[config.mk]
export PLATFORM = sky130hd
export DESIGN_NAME = sync_fifo_core
export DESIGN_NICKNAME = d
export VERILOG_FILES = /design/src/rtl/fifo_pkg.sv /design/src/rtl/fifo_mem.sv /design/src/rtl/sync_fifo_core.sv
export SDC_FILE = /design/constraint.sdc
export NUM_CORES = 1
export LEC_CHECK = 0
export ABC_AREA = 1
export CAP_MARGIN = 10
export CORE_MARGIN = 3
export CORE_UTILIZATION = 39
export DETAILED_ROUTE_END_ITERATION = 7
export PLACE_DENSITY = 0.65
export SYNTH_ARGS = -nofsm -noshare
export SYNTH_HDL_FRONTEND = slang
export SYNTH_SLANG_ARGS = --single-unit
[constraint.sdc]
create_clock -name clk -period 3 [get_ports clk]
set_input_delay 0.6 -clock clk [delete_from_list [all_inputs] [get_ports clk]]
set_output_delay 0.6 -clock clk [all_outputs]
set_load 0.05 [all_outputs]
[src/rtl/fifo_pkg.sv]
// Shared types and sizing for the 16-entry single-clock FIFO.
// Pointers carry one extra wrap bit above the index.
package fifo_pkg;
  localparam int DATA_WIDTH = 8;
  localparam int DEPTH      = 16;
  localparam int ADDR_WIDTH = $clog2(DEPTH);

  typedef logic [DATA_WIDTH-1:0] data_ty;
  typedef logic [ADDR_WIDTH:0]   ptr_ty;
  typedef logic [ADDR_WIDTH-1:0] addr_ty;

  function automatic addr_ty ptr_idx(input ptr_ty p);
    return p[ADDR_WIDTH-1:0];
  endfunction
endpackage

[src/rtl/fifo_mem.sv]
// Register-array storage with one write port and one registered read port; 1-cycle read latency.
// No backpressure here: the caller gates wr_en/rd_en. Only the read register is reset.
module fifo_mem
  import fifo_pkg::*;
(
  input  logic                  clk,
  input  logic                  rst,
  input  logic                  wr_en,
  input  logic [ADDR_WIDTH-1:0] wr_addr,
  input  logic [DATA_WIDTH-1:0] wr_data,
  input  logic                  rd_en,
  input  logic [ADDR_WIDTH-1:0] rd_addr,
  output logic [DATA_WIDTH-1:0] rd_data
);
  data_ty mem_q [DEPTH];
  data_ty rd_data_q;

  always_ff @(posedge clk) begin
    if (wr_en) mem_q[wr_addr] <= wr_data;
  end

  // A same-edge write to rd_addr (full with push+pop) still returns the old word.
  always_ff @(posedge clk or posedge rst) begin
    if (rst) rd_data_q <= '0;
    else if (rd_en) rd_data_q <= mem_q[rd_addr];
  end

  assign rd_data = rd_data_q;
endmodule

[src/rtl/sync_fifo_core.sv]
// Single-clock 16-deep FIFO core: pointers, flags and error pulses; data_out lands 1 cycle after an accepted pop.
// Push while full is dropped unless a pop frees the slot; pop while empty is dropped. Both pulse an error flag.
module sync_fifo_core
  import fifo_pkg::*;
(
  input  logic                  clk,
  input  logic                  rst,
  input  logic                  push,
  input  logic [DATA_WIDTH-1:0] data_in,
  input  logic                  pop,
  output logic [DATA_WIDTH-1:0] data_out,
  output logic                  full,
  output logic                  empty,
  output logic [ADDR_WIDTH:0]   count,
  output logic                  overflow,
  output logic                  underflow
);
  ptr_ty wr_ptr_q, wr_ptr_d;
  ptr_ty rd_ptr_q, rd_ptr_d;
  logic  overflow_q, overflow_d;
  logic  underflow_q, underflow_d;
  logic  wr_en, rd_en;

  assign empty = (wr_ptr_q == rd_ptr_q);
  assign full  = (ptr_idx(wr_ptr_q) == ptr_idx(rd_ptr_q)) &&
                 (wr_ptr_q[ADDR_WIDTH] != rd_ptr_q[ADDR_WIDTH]);
  assign count = wr_ptr_q - rd_ptr_q;

  assign wr_en = push & (~full | pop);
  assign rd_en = pop & ~empty;

  always_comb begin
    wr_ptr_d    = wr_ptr_q;
    rd_ptr_d    = rd_ptr_q;
    overflow_d  = push & full & ~pop;
    underflow_d = pop & empty;
    if (wr_en) wr_ptr_d = wr_ptr_q + ptr_ty'(1);
    if (rd_en) rd_ptr_d = rd_ptr_q + ptr_ty'(1);
  end

  always_ff @(posedge clk or posedge rst) begin
    if (rst) begin
      wr_ptr_q    <= '0;
      rd_ptr_q    <= '0;
      overflow_q  <= 1'b0;
      underflow_q <= 1'b0;
    end else begin
      wr_ptr_q    <= wr_ptr_d;
      rd_ptr_q    <= rd_ptr_d;
      overflow_q  <= overflow_d;
      underflow_q <= underflow_d;
    end
  end

  assign overflow  = overflow_q;
  assign underflow = underflow_q;

  fifo_mem u_mem (
    .clk     (clk),
    .rst     (rst),
    .wr_en   (wr_en),
    .wr_addr (ptr_idx(wr_ptr_q)),
    .wr_data (data_in),
    .rd_en   (rd_en),
    .rd_addr (ptr_idx(rd_ptr_q)),
    .rd_data (data_out)
  );
endmodule

# Word level (Yosys, flattened, before mapping)

Memory sizes are Yosys's and may differ from the RTL's. A register that Yosys moved wholly into a read port is not among the register bits.
Index checks and enable logic that the tools add are counted.

Muxes and demuxes: 2
Reductions and logical operators: 1
Add/subtract/negate cells: 3
Bitwise logic cells: 9
Equal/unequal tests: 3

Operators with widths:

| cell                                        | number |
|---|---|
| adder 5 x 1 -> 5 bit, second input constant | 2 |
| AND 1 bit                                   | 5 |
| equality test 5 bit                         | 1 |
| subtractor 5 bit                            | 1 |
| equality test 4 bit                         | 1 |
| inverter 1 bit                              | 3 |
| 2-to-1 mux 1 bit                            | 2 |
| logical AND 1 bit                           | 1 |
| != test 1 bit                               | 1 |
| OR 1 bit                                    | 1 |

Input bits: 12
Word-level logic and storage cells: 23
RAM bits: 128
Memories: 1
Register bits: 12

Memories:

| name        | words | width | read ports | clocked after memory_dff | wr ports | RTL line       | text |
|---|---|---|---|---|---|---|---|
| u_mem.mem_q | 16    | 8     | 1          | 1                        | 1        | fifo_mem.sv:15 | `data_ty mem_q [DEPTH];` |

# Depth between registers and ports, before layout

Gate-level depths: netlist of the first run.

Depth after elaboration: 7
Mapped depth: 14
Depth with buffers taken out: 12

# Modules after synthesis

A second synthesis of the first run with hierarchy kept.

Cells, all modules: 588
Area total of the unflattened synthesis: 6421.2 µm²

By module, submodules not included:

| module         | cells each | instances | area an instance (µm²) | seq. area each (µm²) |
|---|---|---|---|---|
| fifo_mem       | 482        | 1         | 5595.4                 | 4043.9 |
| sync_fifo_core | 106        | 1         | 825.8                  | 300.3 |

# Worst setup path before layout of the first run

Ideal clock, no wire load.

Kind: register to output
Start: reg rd_ptr_q[2]
End: out count[3]
Data arrival time: 2.146 ns
Setup slack: 0.254 ns
Cell stages (with the launch flop): 8
Data required time: 2.400 ns
Path through: dfrtp_1 -> buf_2 -> inv_1 -> clkbuf_1 -> ha_1 -> a21oi_1 -> nand2_1 -> xor2_1

Longest elaborated chain between the ends: 1

RTL lines:

| item                   | RTL line             | text |
|---|---|---|
| from (decl)            | sync_fifo_core.sv:19 | `ptr_ty rd_ptr_q, rd_ptr_d;` |
| from (signal assigned) | sync_fifo_core.sv:49 | `rd_ptr_q <= rd_ptr_d;` |
| subtractor 5 bit       | sync_fifo_core.sv:27 | `assign count = wr_ptr_q - rd_ptr_q;` |
| to (decl)              | sync_fifo_core.sv:14 | `output logic [ADDR_WIDTH:0] count,` |

Every way passes these cells.

# Worst setup path after layout of the first run

Start: reg wr_ptr_q[0]
End: out count[4]

Longest elaborated chain between the ends: 1

RTL lines:

| item                   | RTL line             | text |
|---|---|---|
| from (decl)            | sync_fifo_core.sv:18 | `ptr_ty wr_ptr_q, wr_ptr_d;` |
| from (signal assigned) | sync_fifo_core.sv:48 | `wr_ptr_q <= wr_ptr_d;` |
| subtractor 5 bit       | sync_fifo_core.sv:27 |  |

Every way passes these cells.

==> impl_metrics.toml, run 1 <==
[detailed_routing]
postRouteAntennaNets = 0
avgRoutedWirePerCell_um = 16.86
drt-total-wl_mm = 14.97
vias_per_cell = 4.928
drt_iter0_drc = 393
vias = 4376
drt_first_pass_iters = 5
drc_errors = 0

[clock_tree]
htreeDepth = 4
cts_buffers = 17
clk_pin_slew_ns = 0.06
clock_latency_ns = 0.43
cts_post_setup_buffers_inserted = 0
cts_hold_buf = 0
clock-sinks = 148
clockBufferDepth = 2
cts_tree = "yes"
cts_resized = 0
cts-root-buf = "clkbuf_16"

[global_route]
grt_pass1_vias = 4490
grt_max_degree = 67
grt_pass1_wl_mm = 23.76
overflow = 0
track_usage_pct = 17.54
grt_antenna_before_repair = 0

[yosys]
yosysTopAreaCell = "edfxtp_1"
synth_edf_count = 128
synth.most_common_cell = "nand2_1"
yosys_warnings = 0
syn-cell-area_sq_um = 6521
ys_seq_elements = 148
synth_nets = 651
yosysUniqueCellTypes = 24
ys_async_sr_fraction_pct = 13.51
ys_seq_area_share_pct = 66.62
synthFlopType = "edfxtp_1"
syn-instance-count = 629
synthTopCellsByArea = "edfxtp_1 (59%), nand2_1 (10%), dfrtp_1 (7.7%)"
synth_commonest_cells = "nand2_1 (173), edfxtp_1 (128), inv_1 (95)"
synthDominantCellAreaShare_pct = 58.94
avgSynthCellArea_sq_um = 10.37

[die]
fp.dieW_um = 135.3
fp.dieH_um = 135.3
core_region_area_sq_um = 16120
io_pins = 29
rows = 46
start_util_pct = 40.47
dieArea_sq_um = 18310

[setup_path]
worstReg2RegEnd = "u_mem.mem_q[2][3]"
startpoint_type = "flip-flop"
crit_fanout = 4
max_stage_delay_ns = 0.41
crit_path_frequent_cell = "inv_1"
timing.rr.start = "rd_ptr_q[2]"
reg2reg_slack_ns = 0.34
cp_slowest_cell = "dfrtp_1"
critPathArrivalTime_ns = 2.24
worstPathCellList = "inv_1, ha_1, inv_1, fa_1, nand3_1, nand2_1, xor2_1, buf_12"
crit_type = "reg -> out"
worstRegToRegCells = 11
required_ns = 2.40
crit_path_end_kind = "output pin"

[pwr]
intPower_w = 0.005190
swShare_pct = 38.77
p_switching_w = 0.003287
p_clk_share_pct = 26.4
power_frac_comb_pct = 41.6
vdd_drop_max_uv = 645.4
p_per_area_nw_per_um2 = 1103
p_leak_nw = 3.220
pwr-share-seq_pct = 32.0

[timing]
finalCriticalPeriod_ns = 2.835
slew-limit-headroom_pct = 27.04
finalSetupViolCount = 0
fin_setup_tns_ns = 0
max_freq_mhz = 352.7
timing.final.crit_share_pct = 94.50
hold_violations = 0
fin_skew_ns = 0.01413
tightest_slew_ns = 1.093
slew_viol_final = 0
rsz0062_at_grt = "no"

[placed_design]
hpwl_mm = 9.734
numPortBuffers = 28
place_area_sq_um = 7062
gp_congestion = 0.8573

[worst_hold_path]
hold-path-endpoint = "wr_ptr_q[4]"
holdCritPathClass = "reg -> reg"
holdPathStages = 2
min_from = "wr_ptr_q[4]"

[layout]
syn_to_final_growth_pct = 17.86
final_area_sq_um = 7686
drive_gt1_share_pct = 8.780
diodes = 0
nFillCells = 1459
nNetsFinal = 681

[status]
status = "finished clean"

[job]
maxCapViolCount = 0
per-stage QoR:
stage                     power, W  hold WS, ns  instances  utilization (%)  worst slack, ns
after floorplan           0.005007       0.4856        629                -           0.2543
after global placement    0.006181       0.5191        856            43.82           0.4483
after detailed placement  0.006251       0.5302        856            43.82           0.3711
after CTS                 0.008495       0.5421        888            47.69           0.1371
after global routing      0.008931       0.5704        888            47.69          0.05560
final                     0.008477       0.5360        888            47.69           0.1650
worst max-delay path by stage:
stage	to	cells past startpoint	start
floorplan	count[3]	7	rd_ptr_q[2]
global placement	u_mem.mem_q[14][0]	11	rd_ptr_q[2]
detailed placement	u_mem.mem_q[14][2]	11	rd_ptr_q[2]
CTS	count[4]	8	wr_ptr_q[0]
global route	count[4]	8	wr_ptr_q[0]
finish	count[4]	8	wr_ptr_q[0]
registers in the layout, summed over array words and instances (netlist names):
register	count
rd_ptr_q	5
u_mem.rd_data	8
overflow	1
u_mem.mem_q	128
underflow	1
wr_ptr_q	5
cell families after synthesis:
kind of cell | count (synthesis) | synth area share, %
simple gates | 313 | 20.49
flops | 148 | 66.62
buf+inv | 126 | 7.886
compound gates | 23 | 1.765
fa+ha+maj | 10 | 2.034
xor+xnor | 9 | 1.209
layer usage:
metal  GRT usage (%)  routed length, um
met5               0                  0
met1           23.30               6538
met3           3.603                823
met4           6.999                326
met2           28.37               7281
worst max-delay path, delay by kind of cell (launching register included):
| kind | cells | cell delay (ns) |
|---|---|---|
| xor+xnor | 1 | 0.24 |
| fa+ha+maj | 2 | 0.60 |
| buf+inv | 3 | 0.40 |
| flops | 1 | 0.41 |
| simple gates | 2 | 0.18 |
cell usage in the layout, fill, tap and decap left out, types with 2 or more instances in the layout:
| cell type | count |
|---|---|
| edfxtp_1 | 128 |
| o21ai_1 | 2 |
| clkdlybuf4s50_1 | 21 |
| xor2_1 | 9 |
| nand2_2 | 8 |
| nand3_1 | 94 |
| buf_4 | 10 |
| dfrtp_1 | 19 |
| buf_12 | 6 |
| nand2_1 | 173 |
| ha_1 | 9 |
| clkinv_2 | 2 |
| clkinv_1 | 2 |
| clkbuf_16 | 17 |
| bufinv_16 | 5 |
| o21ai_0 | 3 |
| clkbuf_1 | 5 |
| inv_2 | 3 |
| nor2_1 | 34 |
| inv_1 | 95 |
| a21oi_1 | 18 |
power by group through the flow:
stage | registers, W | logic, W | clock network [W]
2_1_floorplan | 0.00288 | 0.00213 | 0
3_3_place_gp | 0.00274 | 0.00344 | 0
3_5_place_dp | 0.00275 | 0.00350 | 0
4_1_cts | 0.00271 | 0.00353 | 0.00226
5_1_grt | 0.00274 | 0.00382 | 0.00237
6_report | 0.00271 | 0.00352 | 0.00224
area by class of cell:
type	instances	area, sq um	share of cell area (%)
clock buffer	22	444.2	5.779
clock inverter	10	180.2	2.344
inverter	100	377.9	4.916
multi-input combinational	355	1663	21.63
sequential	148	4345	56.54
tap	216	270.3	3.516
timing repair buffer	37	405.4	5.274
No activity file was read; power rests on OpenSTA's default activity.
==> run 2, diff against run 1 <==
Settings changed: CAP_MARGIN 10 to 0, CORE_UTILIZATION 39 to 40, PLACE_DENSITY 0.65 to 0.67.
==> run 2 against run 1 <==
Against the previous run:
- register-to-register slack got worse by 0.04 ns
- critical path depth stayed put
- fmax increased by 1.7%
- non-clock buffer count increased by 1
- critical endpoint unchanged
- utilization increased by 0.96 points
- sequential cell count is the same
==> impl_metrics.toml, run 2 (synthesis results as in run 1) <==
[detailed_routing]
drc_errors = 0
postRouteAntennaNets = 0
avgRoutedWirePerCell_um = 16.69
drt-total-wl_mm = 14.83
vias_per_cell = 4.826
drt_first_pass_iters = 5
vias = 4290
drt_iter0_drc = 436

[pwr]
vdd_drop_max_uv = 702.3
p_leak_nw = 3.249
swShare_pct = 37.94
p_clk_share_pct = 28.2
p_switching_w = 0.003285
power_frac_comb_pct = 40.5
pwr-share-seq_pct = 31.3
intPower_w = 0.005373
power_w = 0.008658
p_per_area_nw_per_um2 = 1116

[timing]
hold_violations = 0
max_freq_mhz = 358.8
fin_skew_ns = 0.009642
rsz0062_at_grt = "no"
timing.final.crit_share_pct = 92.91
finalSetupViolCount = 0
slew-limit-headroom_pct = 29.41
slew_viol_final = 0
hold_slack_ns = 0.5271
tightest_slew_ns = 1.057
fin_setup_tns_ns = 0
finalCriticalPeriod_ns = 2.787

[layout]
final_area_sq_um = 7756
syn_to_final_growth_pct = 18.94
largest_reg_flops = 128
nFillCells = 1444
drive_gt1_share_pct = 9.361
layout_common_cells = "nand2_1 (173), edfxtp_1 (128), inv_1 (95), nand3_1 (94), nor2_1 (34)"
top_register = "u_mem.mem_q"
nNetsFinal = 682
final_common_cell = "nand2_1"
diodes = 0

[placed_design]
place_area_sq_um = 7072
gp_congestion = 0.8537
numPortBuffers = 28
hpwl_mm = 9.588

[job]
maxCapViolCount = 0

[die]
dieArea_sq_um = 17870
rows = 46
fp.dieH_um = 133.7
core_region_area_sq_um = 15940
io_pins = 29
fp.dieW_um = 133.7
start_util_pct = 40.90

[setup_path]
worstReg2RegEnd = "u_mem.mem_q[6][7]"
cp_slowest_cell = "dfrtp_1"
worstPathCellList = "inv_1, ha_1, inv_1, fa_1, nand3_1, nand2_1, xor2_1, buf_12"
required_ns = 2.40
max_stage_delay_ns = 0.41
crit_path_frequent_cell = "inv_1"
critPathArrivalTime_ns = 2.19
reg2reg_slack_ns = 0.30
crit_type = "reg -> out"
startpoint_type = "flip-flop"
worstRegToRegCells = 11
crit_path_end_kind = "output pin"
timing.rr.start = "rd_ptr_q[2]"
crit_fanout = 4

[clock_tree]
clockBufferDepth = 2
clk_pin_slew_ns = 0.06
cts_buffers = 17
cts_post_setup_buffers_inserted = 0
clock-sinks = 148
cts_hold_buf = 0
htreeDepth = 4
cts_tree = "yes"
cts-root-buf = "clkbuf_16"
clock_latency_ns = 0.42
cts_resized = 0

[worst_hold_path]
hold-path-endpoint = "wr_ptr_q[4]"
holdCritPathClass = "reg -> reg"
holdPathStages = 2
min_from = "wr_ptr_q[4]"

[global_route]
grt_antenna_before_repair = 0
grt_pass1_vias = 4408
grt_max_degree = 68
grt_pass1_wl_mm = 23.40
overflow = 0
track_usage_pct = 17.35

[status]
status = "finished clean"
==> run 2: cell types whose count changed in the layout (fill, tap and decap cells not counted), sizes merged <==
cell and delta:
inv +1, bufinv +2, clkdlybuf4s50 +1, clkinvlp +2, clkbuf -5
==> run 2: cell type report <==
class	instances	area, sq um	area share [%]
Inverter	100	377.9	4.872
Multi-Input combinational cell	355	1663	21.44
Sequential cell	148	4345	56.03
Timing Repair Buffer	38	415.4	5.356
Tap cell	216	270.3	3.484
Clock inverter	15	259.0	3.339
Clock buffer	17	425.4	5.485
==> run 2: critical path: cells and delay by family (launching register included) <==
kind	cells	cell delay, ns
XOR/XNOR	1	0.24
adder cells (fa/ha/maj)	2	0.57
buffers and inverters	3	0.39
flip-flops	1	0.41
AND/OR/NAND/NOR	2	0.17
==> run 2: metal layers <==
layer  track usage [%]  up-vias  part of all wire, %
met1             22.54     2066                   43
met4             4.686        0                 0.96
met5                 0        -                    0
li1                  -     2095                    -
met2             29.26      119                   50
met3             4.267       10                  6.2
==> run 2: worst max path at each step <==
| stage | from | endpoint | slack, ns | depth (start not counted) |
|---|---|---|---|---|
| 6_report | wr_ptr_q[0] | count[4] | 0.21 | 8 |
| 5_1_grt | wr_ptr_q[0] | count[4] | 0.05 | 8 |
| 4_1_cts | wr_ptr_q[0] | count[4] | 0.18 | 8 |
| 3_5_place_dp | rd_ptr_q[2] | u_mem.mem_q[14][4] | 0.37 | 11 |
| 3_3_place_gp | rd_ptr_q[2] | u_mem.mem_q[13][0] | 0.46 | 11 |
| 2_1_floorplan | rd_ptr_q[2] | count[3] | 0.25 | 7 |
==> run 2: stage by stage <==
stage | std cells | setup WS (ns) | utilization (%)
after global placement | 857 | 0.4591 | 44.36
after detailed placement | 857 | 0.3690 | 44.36
after CTS | 889 | 0.1819 | 48.65
final | 889 | 0.2128 | 48.65
after floorplan | 629 | 0.2543 | -
after global routing | 889 | 0.04788 | 48.65
==> run 2: power groups by stage <==
stage	registers (W)	logic, W	clock network (W)
after global placement	0.00274	0.00346	0
after global routing	0.00274	0.00379	0.00257
after detailed placement	0.00275	0.00351	0
after floorplan	0.00288	0.00213	0
final	0.00271	0.00351	0.00244
after CTS	0.00271	0.00352	0.00247
